--- config.mk ---
export PLATFORM = sky130hd
export DESIGN_NAME = serial_operand_feeder
export DESIGN_NICKNAME = d
export VERILOG_FILES = /design/src/rtl/serial_operand_feeder.sv
export SDC_FILE = /design/constraint.sdc
export NUM_CORES = 1
export LEC_CHECK = 0
export CORE_MARGIN = 5
export CORE_UTILIZATION = 52
export CTS_CLUSTER_SIZE = 25
export DETAILED_ROUTE_END_ITERATION = 6
export PLACE_DENSITY = 0.75
export SLEW_MARGIN = 20
export SYNTH_ARGS = -nofsm -noshare
export SYNTH_HDL_FRONTEND = slang
export SYNTH_SLANG_ARGS = --single-unit
--- constraint.sdc ---
create_clock -name i_clk -period 2.25 [get_ports i_clk]
set_input_delay 0.675 -clock i_clk [delete_from_list [all_inputs] [get_ports i_clk]]
set_output_delay 0.675 -clock i_clk [all_outputs]
set_load 0.1 [all_outputs]
--- src/rtl/serial_operand_feeder.sv ---
// serial_operand_feeder
// Accepts one parallel operand pair through a valid/ready handshake and streams
// both operands LSB-first, one bit per enabled cycle, followed by PAD_W padding
// cycles so the downstream serial-multiplier chain can drain its product.
//
// Handshake: an operand pair transfers on a rising edge where i_valid and
// o_ready are both high; the source holds i_a/i_b/i_valid until that edge.
// o_ready is high in IDLE and on the final stream cycle when i_en=1, so a new
// stream can follow the previous one with no bubble.
//
// Optional build macro SERIAL_FEEDER_SIGN_EXT_EN: padding cycles carry each
// operand's MSB (captured at acceptance) instead of 0, which yields a
// two's-complement sign-extended stream.
module serial_operand_feeder #(
  parameter int DATA_W = 8,
  parameter int PAD_W  = 8
) (
  input  logic              i_clk,
  input  logic              i_arstn,
  input  logic              i_valid,
  output logic              o_ready,
  input  logic [DATA_W-1:0] i_a,
  input  logic [DATA_W-1:0] i_b,
  input  logic              i_en,
  output logic              o_valid,
  output logic              o_a,
  output logic              o_b,
  output logic              o_first,
  output logic              o_last,
  output logic              o_busy
);

  localparam int CW = $clog2(DATA_W + PAD_W + 1);
  localparam logic [CW-1:0] SHIFT_END = CW'(DATA_W - 1);
  localparam logic [CW-1:0] LAST_CNT  = CW'(DATA_W + PAD_W - 1);

  typedef enum logic [1:0] {
    IDLE  = 2'd0,
    SHIFT = 2'd1,
    PAD   = 2'd2
  } state_t;

  // Current FSM state, kept as a named signal so checkers can bind to it.
  state_t            state;
  state_t            state_n;
  logic [DATA_W-1:0] sa;
  logic [DATA_W-1:0] sa_n;
  logic [DATA_W-1:0] sb;
  logic [DATA_W-1:0] sb_n;
  logic [CW-1:0]     cnt;
  logic [CW-1:0]     cnt_n;
  logic              pad_a;
  logic              pad_b;
  logic              ready_int;
  logic              accept;
  logic              done;

`ifdef SERIAL_FEEDER_SIGN_EXT_EN
  logic pad_a_n;
  logic pad_b_n;

  // Operand MSBs captured at acceptance drive the padding bits.
  always_ff @(posedge i_clk or negedge i_arstn) begin
    if (!i_arstn) begin
      pad_a <= 1'b0;
      pad_b <= 1'b0;
    end else begin
      pad_a <= pad_a_n;
      pad_b <= pad_b_n;
    end
  end

  // Capture new sign bits whenever a pair is accepted.
  always_comb begin
    pad_a_n = pad_a;
    pad_b_n = pad_b;
    if (accept) begin
      pad_a_n = i_a[DATA_W-1];
      pad_b_n = i_b[DATA_W-1];
    end
  end
`else
  assign pad_a = 1'b0;
  assign pad_b = 1'b0;
`endif

  // State, shift registers and bit counter.
  always_ff @(posedge i_clk or negedge i_arstn) begin
    if (!i_arstn) begin
      state <= IDLE;
      sa    <= '0;
      sb    <= '0;
      cnt   <= '0;
    end else begin
      state <= state_n;
      sa    <= sa_n;
      sb    <= sb_n;
      cnt   <= cnt_n;
    end
  end

  // Stream outputs, derived from state and counter; they hold during a stall
  // because the registers feeding them hold.
  always_comb begin
    o_busy    = (state != IDLE);
    o_last    = o_busy && (cnt == LAST_CNT);
    o_first   = (state == SHIFT) && (cnt == '0);
    o_valid   = o_busy && i_en;
    ready_int = (state == IDLE) || (o_last && i_en);
    o_ready   = i_arstn && ready_int;
    accept    = i_valid && ready_int;
    o_a       = 1'b0;
    o_b       = 1'b0;
    case (state)
      SHIFT: begin
        o_a = sa[0];
        o_b = sb[0];
      end
      PAD: begin
        o_a = pad_a;
        o_b = pad_b;
      end
      default: begin
        o_a = 1'b0;
        o_b = 1'b0;
      end
    endcase
  end

  // Next-state logic: advance on i_en, and at end of stream either start the
  // next accepted pair immediately or fall back to IDLE.
  always_comb begin
    state_n = state;
    sa_n    = sa;
    sb_n    = sb;
    cnt_n   = cnt;
    done    = 1'b0;
    case (state)
      IDLE: begin
        done = 1'b0;
      end
      SHIFT: begin
        if (i_en) begin
          sa_n  = {1'b0, sa[DATA_W-1:1]};
          sb_n  = {1'b0, sb[DATA_W-1:1]};
          cnt_n = cnt + CW'(1);
          if (cnt == LAST_CNT) begin
            // Only reachable here when there are no padding cycles.
            done = 1'b1;
          end else if (cnt == SHIFT_END) begin
            state_n = PAD;
          end
        end
      end
      PAD: begin
        if (i_en) begin
          cnt_n = cnt + CW'(1);
          if (cnt == LAST_CNT) begin
            done = 1'b1;
          end
        end
      end
      default: begin
        state_n = IDLE;
      end
    endcase
    if (done) begin
      state_n = IDLE;
      cnt_n   = '0;
    end
    if (accept) begin
      state_n = SHIFT;
      sa_n    = i_a;
      sb_n    = i_b;
      cnt_n   = '0;
    end
  end

endmodule

; ---- Word level (Yosys, flattened, before mapping)
; Cells that the tools add are included.
; Widths: inputs -> output; s select.
[totals]
register_bits = 23
inputBits = 20
output_inout_bits = 7
wordCells = 53
[op_classes]
addsub = 1
eq_ne = 8
n_mux = 21
reduce_logical = 19
[ops]
columns = operator, n
row1 = $mux 8, 6
row2 = $mux 5, 4
row3 = $mux 2, 5
row4 = $ne 4x4->1 const B, 2
row5 = $logic_and 1x1->1, 6
row6 = $reduce_bool 2->1, 3
row7 = $reduce_bool 3->1, 2
row8 = $add 5x1->5 const B, 1
row9 = $eq 5x3->1 const B, 1
row10 = $eq 5x4->1 const B, 1
row11 = $logic_not 5->1, 1
row12 = $mux 1, 5
row13 = $ne 4x3->1 const B, 1
row14 = $pmux 2 s2, 1
row15 = $reduce_and 2->1, 2
row16 = $reduce_and 4->1, 1
row17 = $reduce_or 2->1, 2
row18 = $ne 3x1->1 const B, 1
row19 = $eq 2x1->1 const B, 1
row20 = $eq 2x2->1 const B, 1
row21 = $logic_not 2->1, 1
row22 = $logic_or 1x1->1, 1

; ---- Longest topological paths before layout
[logic_depth]
ltp_word = 7
ltp_mapped = 8
depth_no_buf = 6

; ---- Worst setup path before layout
; Ideal clock, no wire load.
[synth_timing]
path_kind = register to output
startpoint = register state[1]
endpoint = output port o_first
arrival_ns = 3.563
required_time_ns = 1.575
slack_ns = -1.988
path_stages_with_launch = 5
path_buffers = 0
cell_sequence = dfrtp_1 inv_1 ha_1 nand2_1 nor4_1
[synth_between]
elab_chain_len = 2
[synth_rtl]
columns = element, line
row1 = "start, declared", 44  ; state_t state;
row2 = "start signal, assigned", 95  ; state <= state_n;
row3 = $eq 2x1->1, 107  ; o_first = (state == SHIFT) && (cnt == '0);
row4 = $logic_and 1x1->1, 107
row5 = "end, declared", 28  ; output logic o_first,
; No other way between the ends.

; ---- Final worst setup path
[layout_timing]
startpoint = register cnt[0]
endpoint = output port o_ready
[layout_between]
elab_chain_len = 5
[layout_rtl]
columns = element, line
row1 = "start, declared", 50  ; logic [CW-1:0] cnt;
row2 = "start signal, assigned", 98  ; cnt <= cnt_n;
row3 = $eq 5x4->1, 106  ; o_last = o_busy && (cnt == LAST_CNT);
row4 = $logic_and 1x1->1, 106
row5 = $logic_and 1x1->1, 109  ; ready_int = (state == IDLE) || (o_last && i_en);
row6 = $logic_or 1x1->1, 109
row7 = $logic_and 1x1->1, 110  ; o_ready = i_arstn && ready_int;
row8 = "end, declared", 21  ; output logic o_ready,
; No other way between the ends.

==> impl_metrics.yaml <==
status:
  outcome: "complete, but fails checks"
  violations: "setup timing"
clock_network:
  clock-sinks: 23
  cts_hold_buf: 0
  ctsHtreeMaxLevel: 1
  cts_tree: "built"
  numCtsBuffers: 3
  cts_root_buf: "clkbuf_4"
  clkLatencyLatePin_ns: 0.31
  ctsLongestPathBuffers: 2
  cts.clk_slew.worst_paths_ns: 0.13
pwr:
  p_per_area_mw_per_mm2: 1420
  leakagePower_nw: 0.942
  peakVddDrop_uv: 1360
  finalPower_mw: 2.90
min_path:
  hold_path_depth: 2
  hp-start: "sb[7]"
  hold_path_end: "sb[7]"
  hold_class: "reg2reg"
global_routing:
  overflow: 0
  grt_pass1_wl_um: 5180
  grt_antenna_before_repair: 0
  grt_usage_pct: 16.2
  grt_pass1_vias: 1166
  grt_max_degree: 24
timing:
  tightest_slew_ns: 0.377
  period_share_pct: 110
  hold_viol_final: 0
  max_slew_margin_pct: 74.8
  grt_setup_unrepaired: "true"
  tns_ns: -0.526
  period_minus_slack_ns: 2.48
  clock_skew_ns: 0.00394
  drv_slew: 0
  hold_ws_ns: 0.548
  finalWorstSetupSlack_ns: -0.226
  finalSetupViolCount: 3
  max_freq_mhz: 404
setup_path:
  crit_family: "simple AND/OR/NAND/NOR gates"
  crit_buf_inv: 1
  reg2reg_from: "cnt[0]"
  endpoint_kind: "output port"
  reg2reg_depth: 7
  slowest_stage: "dfrtp_1"
  worst_setup_path_start_kind: "register"
  critPathArrivalTime_ns: 1.80
  worstPathRequired_ns: 1.57
  crit_type: "reg2out"
  path_cells: "ha_2 -> and3_4 -> ha_4 -> a21oi_4 -> and2b_2 -> buf_12"
  r2r_slack_ns: 0.29
  critPathMaxFanout: 2
  rr_endpoint: "sb[2]"
  slowest_delay_ns: 0.41
cells_and_area:
  regArea_um2: 576
  design_area_mm2: 0.00204
  nFillCells: 178
  drive_gt1_share_pct: 48.8
  synthToLayoutAreaGrowth_pct: 38.7
  multi_input_area_um2: 881
  layout.nets: 191
  antennaDiodeCount: 0
route:
  ant_nets: 0
  dr.first_iter.drc_count: 65
  drc_errors: 0
  via_per_inst: 5.48
  wl_per_cell_um: 16.0
  num_vias: 1069
  dr.pass1.iters: 4
  totalWireLength_um: 3110
logic_synthesis:
  synth-main-ff-cell: "dfrtp_1"
  synth_enable_flop_cells: 0
  synth_cell_types: 37
  synth_nets: 147
  synth_area_leaders: "dfrtp_1, mux2_4, mux2_2, ha_1, buf_8"
  ys_async_sr_fraction_pct: 100
  synth_area_per_cell_um2: 12.1
  synth_common_cells: "dfrtp_1, mux2_4, mux2_2, nand2_1, inv_1"
  syn_area_mm2: 0.00147
  ys_seq_elements: 23
  synth_seq_area_share_pct: 39.2
  yosysTopAreaCellShare_pct: 39.2
  synth_cells: 121
  synth.most_common_cell: "dfrtp_1"
  ys.warnings.count: 0
  synth_top_area_cell: "dfrtp_1"
die:
  start_util_pct: 53.7
  dieArea_mm2: 0.00399
  die_width_um: 63.2
  num_rows: 19
  die_h_um: 63.2
  io_pins: 27
  design.core.area_mm2: 0.00273
placement:
  hpwl_um: 2210
  place.port_buffers: 26
  place_congestion: 0.820
  pre_cts_ws_ns: -0.196
  placed_cell_area_mm2: 0.00189
flow_run:
  maxCapViolCount: 0
[tightest hold or removal path, cell delays in order, from the launching register on]
cell     delay [ns]
dfrtp_1        0.40
nand2_1        0.06
mux2i_1        0.06
[registers in the layout (all words and copies together), names as in the netlist]
name and count:
sa 8, sb 8, cnt 5, state 2
[cells by family (layout without fill, tap and decap cells)]
| logic type | Yosys count | count (layout) | synth area share, % |
|---|---|---|---|
| multiplexers | 31 | 31 | 27.7 |
| AND/OR/NAND/NOR | 29 | 29 | 12.4 |
| flip-flops | 23 | 23 | 39.2 |
| AO/OA/AOI/OAI | 17 | 17 | 8.52 |
| buffers and inverters | 15 | 58 | 7.15 |
| adder cells (fa/ha/maj) | 6 | 6 | 5.11 |
[how the worst max path moves through the flow]
stage / end / startpoint / depth (start not counted)
after floorplan: o_first / cnt[0] / 4
after global placement: o_ready / i_en / 4
after detailed placement: o_ready / i_en / 4
after CTS: o_ready / cnt[1] / 6
after global routing: o_ready / cnt[0] / 6
final: o_ready / cnt[0] / 6
[repair_timing]
action                                  CTS  global route
pin swaps                                 6             4
endpoints found under the setup margin    4             5
setup buffers                             6             4
gates resized for setup                  13             4
[through the flow]
stage               util [%]  cells
detailed placement      69.2    183
floorplan                  -    121
global route            74.5    195
finish                  74.5    195
global placement        69.2    183
CTS                     73.0    191
[power by group]
| part | internal (mW) | leakage [nW] | switching (mW) |
|---|---|---|---|
| sequential | 0.610 | 0.279 | 0.113 |
| clock | 0.0665 | 0.0177 | 0.125 |
| combinational | 1.04 | 0.646 | 0.944 |
| total | 1.71 | 0.942 | 1.18 |
[metal layers]
layer	vias up	GRT usage (%)	share of wire, %
met4	0	5.84	2.2
met3	6	5.86	6.4
met5	-	0	0
met1	514	19.6	41
met2	32	26.2	50
li1	517	-	-
[cell usage in the layout, fill, tap and decap left out, types with 2 or more instances in the layout]
master           count
mux2_4              16
buf_12               7
and2_4               2
ha_2                 2
o21ai_0              2
nand2_1              9
inv_4                2
buf_4               18
nand2_4              2
mux2_2              13
ha_4                 3
inv_1                6
dfrtp_1             23
mux2i_1              2
clkdlybuf4s50_1     18
clkbuf_4             3
nand4b_1             2
a21oi_1              5
[final cells by class]
type,count,share of cell area (%)
multi-input cells,83,43.2
flip-flops and latches,23,28.3
repair buffers,45,23.3
inverters,9,1.90
well taps,31,1.90
clock buffers,3,1.11
clock inverters,1,0.246
No activity file was read; power rests on OpenSTA's default activity.
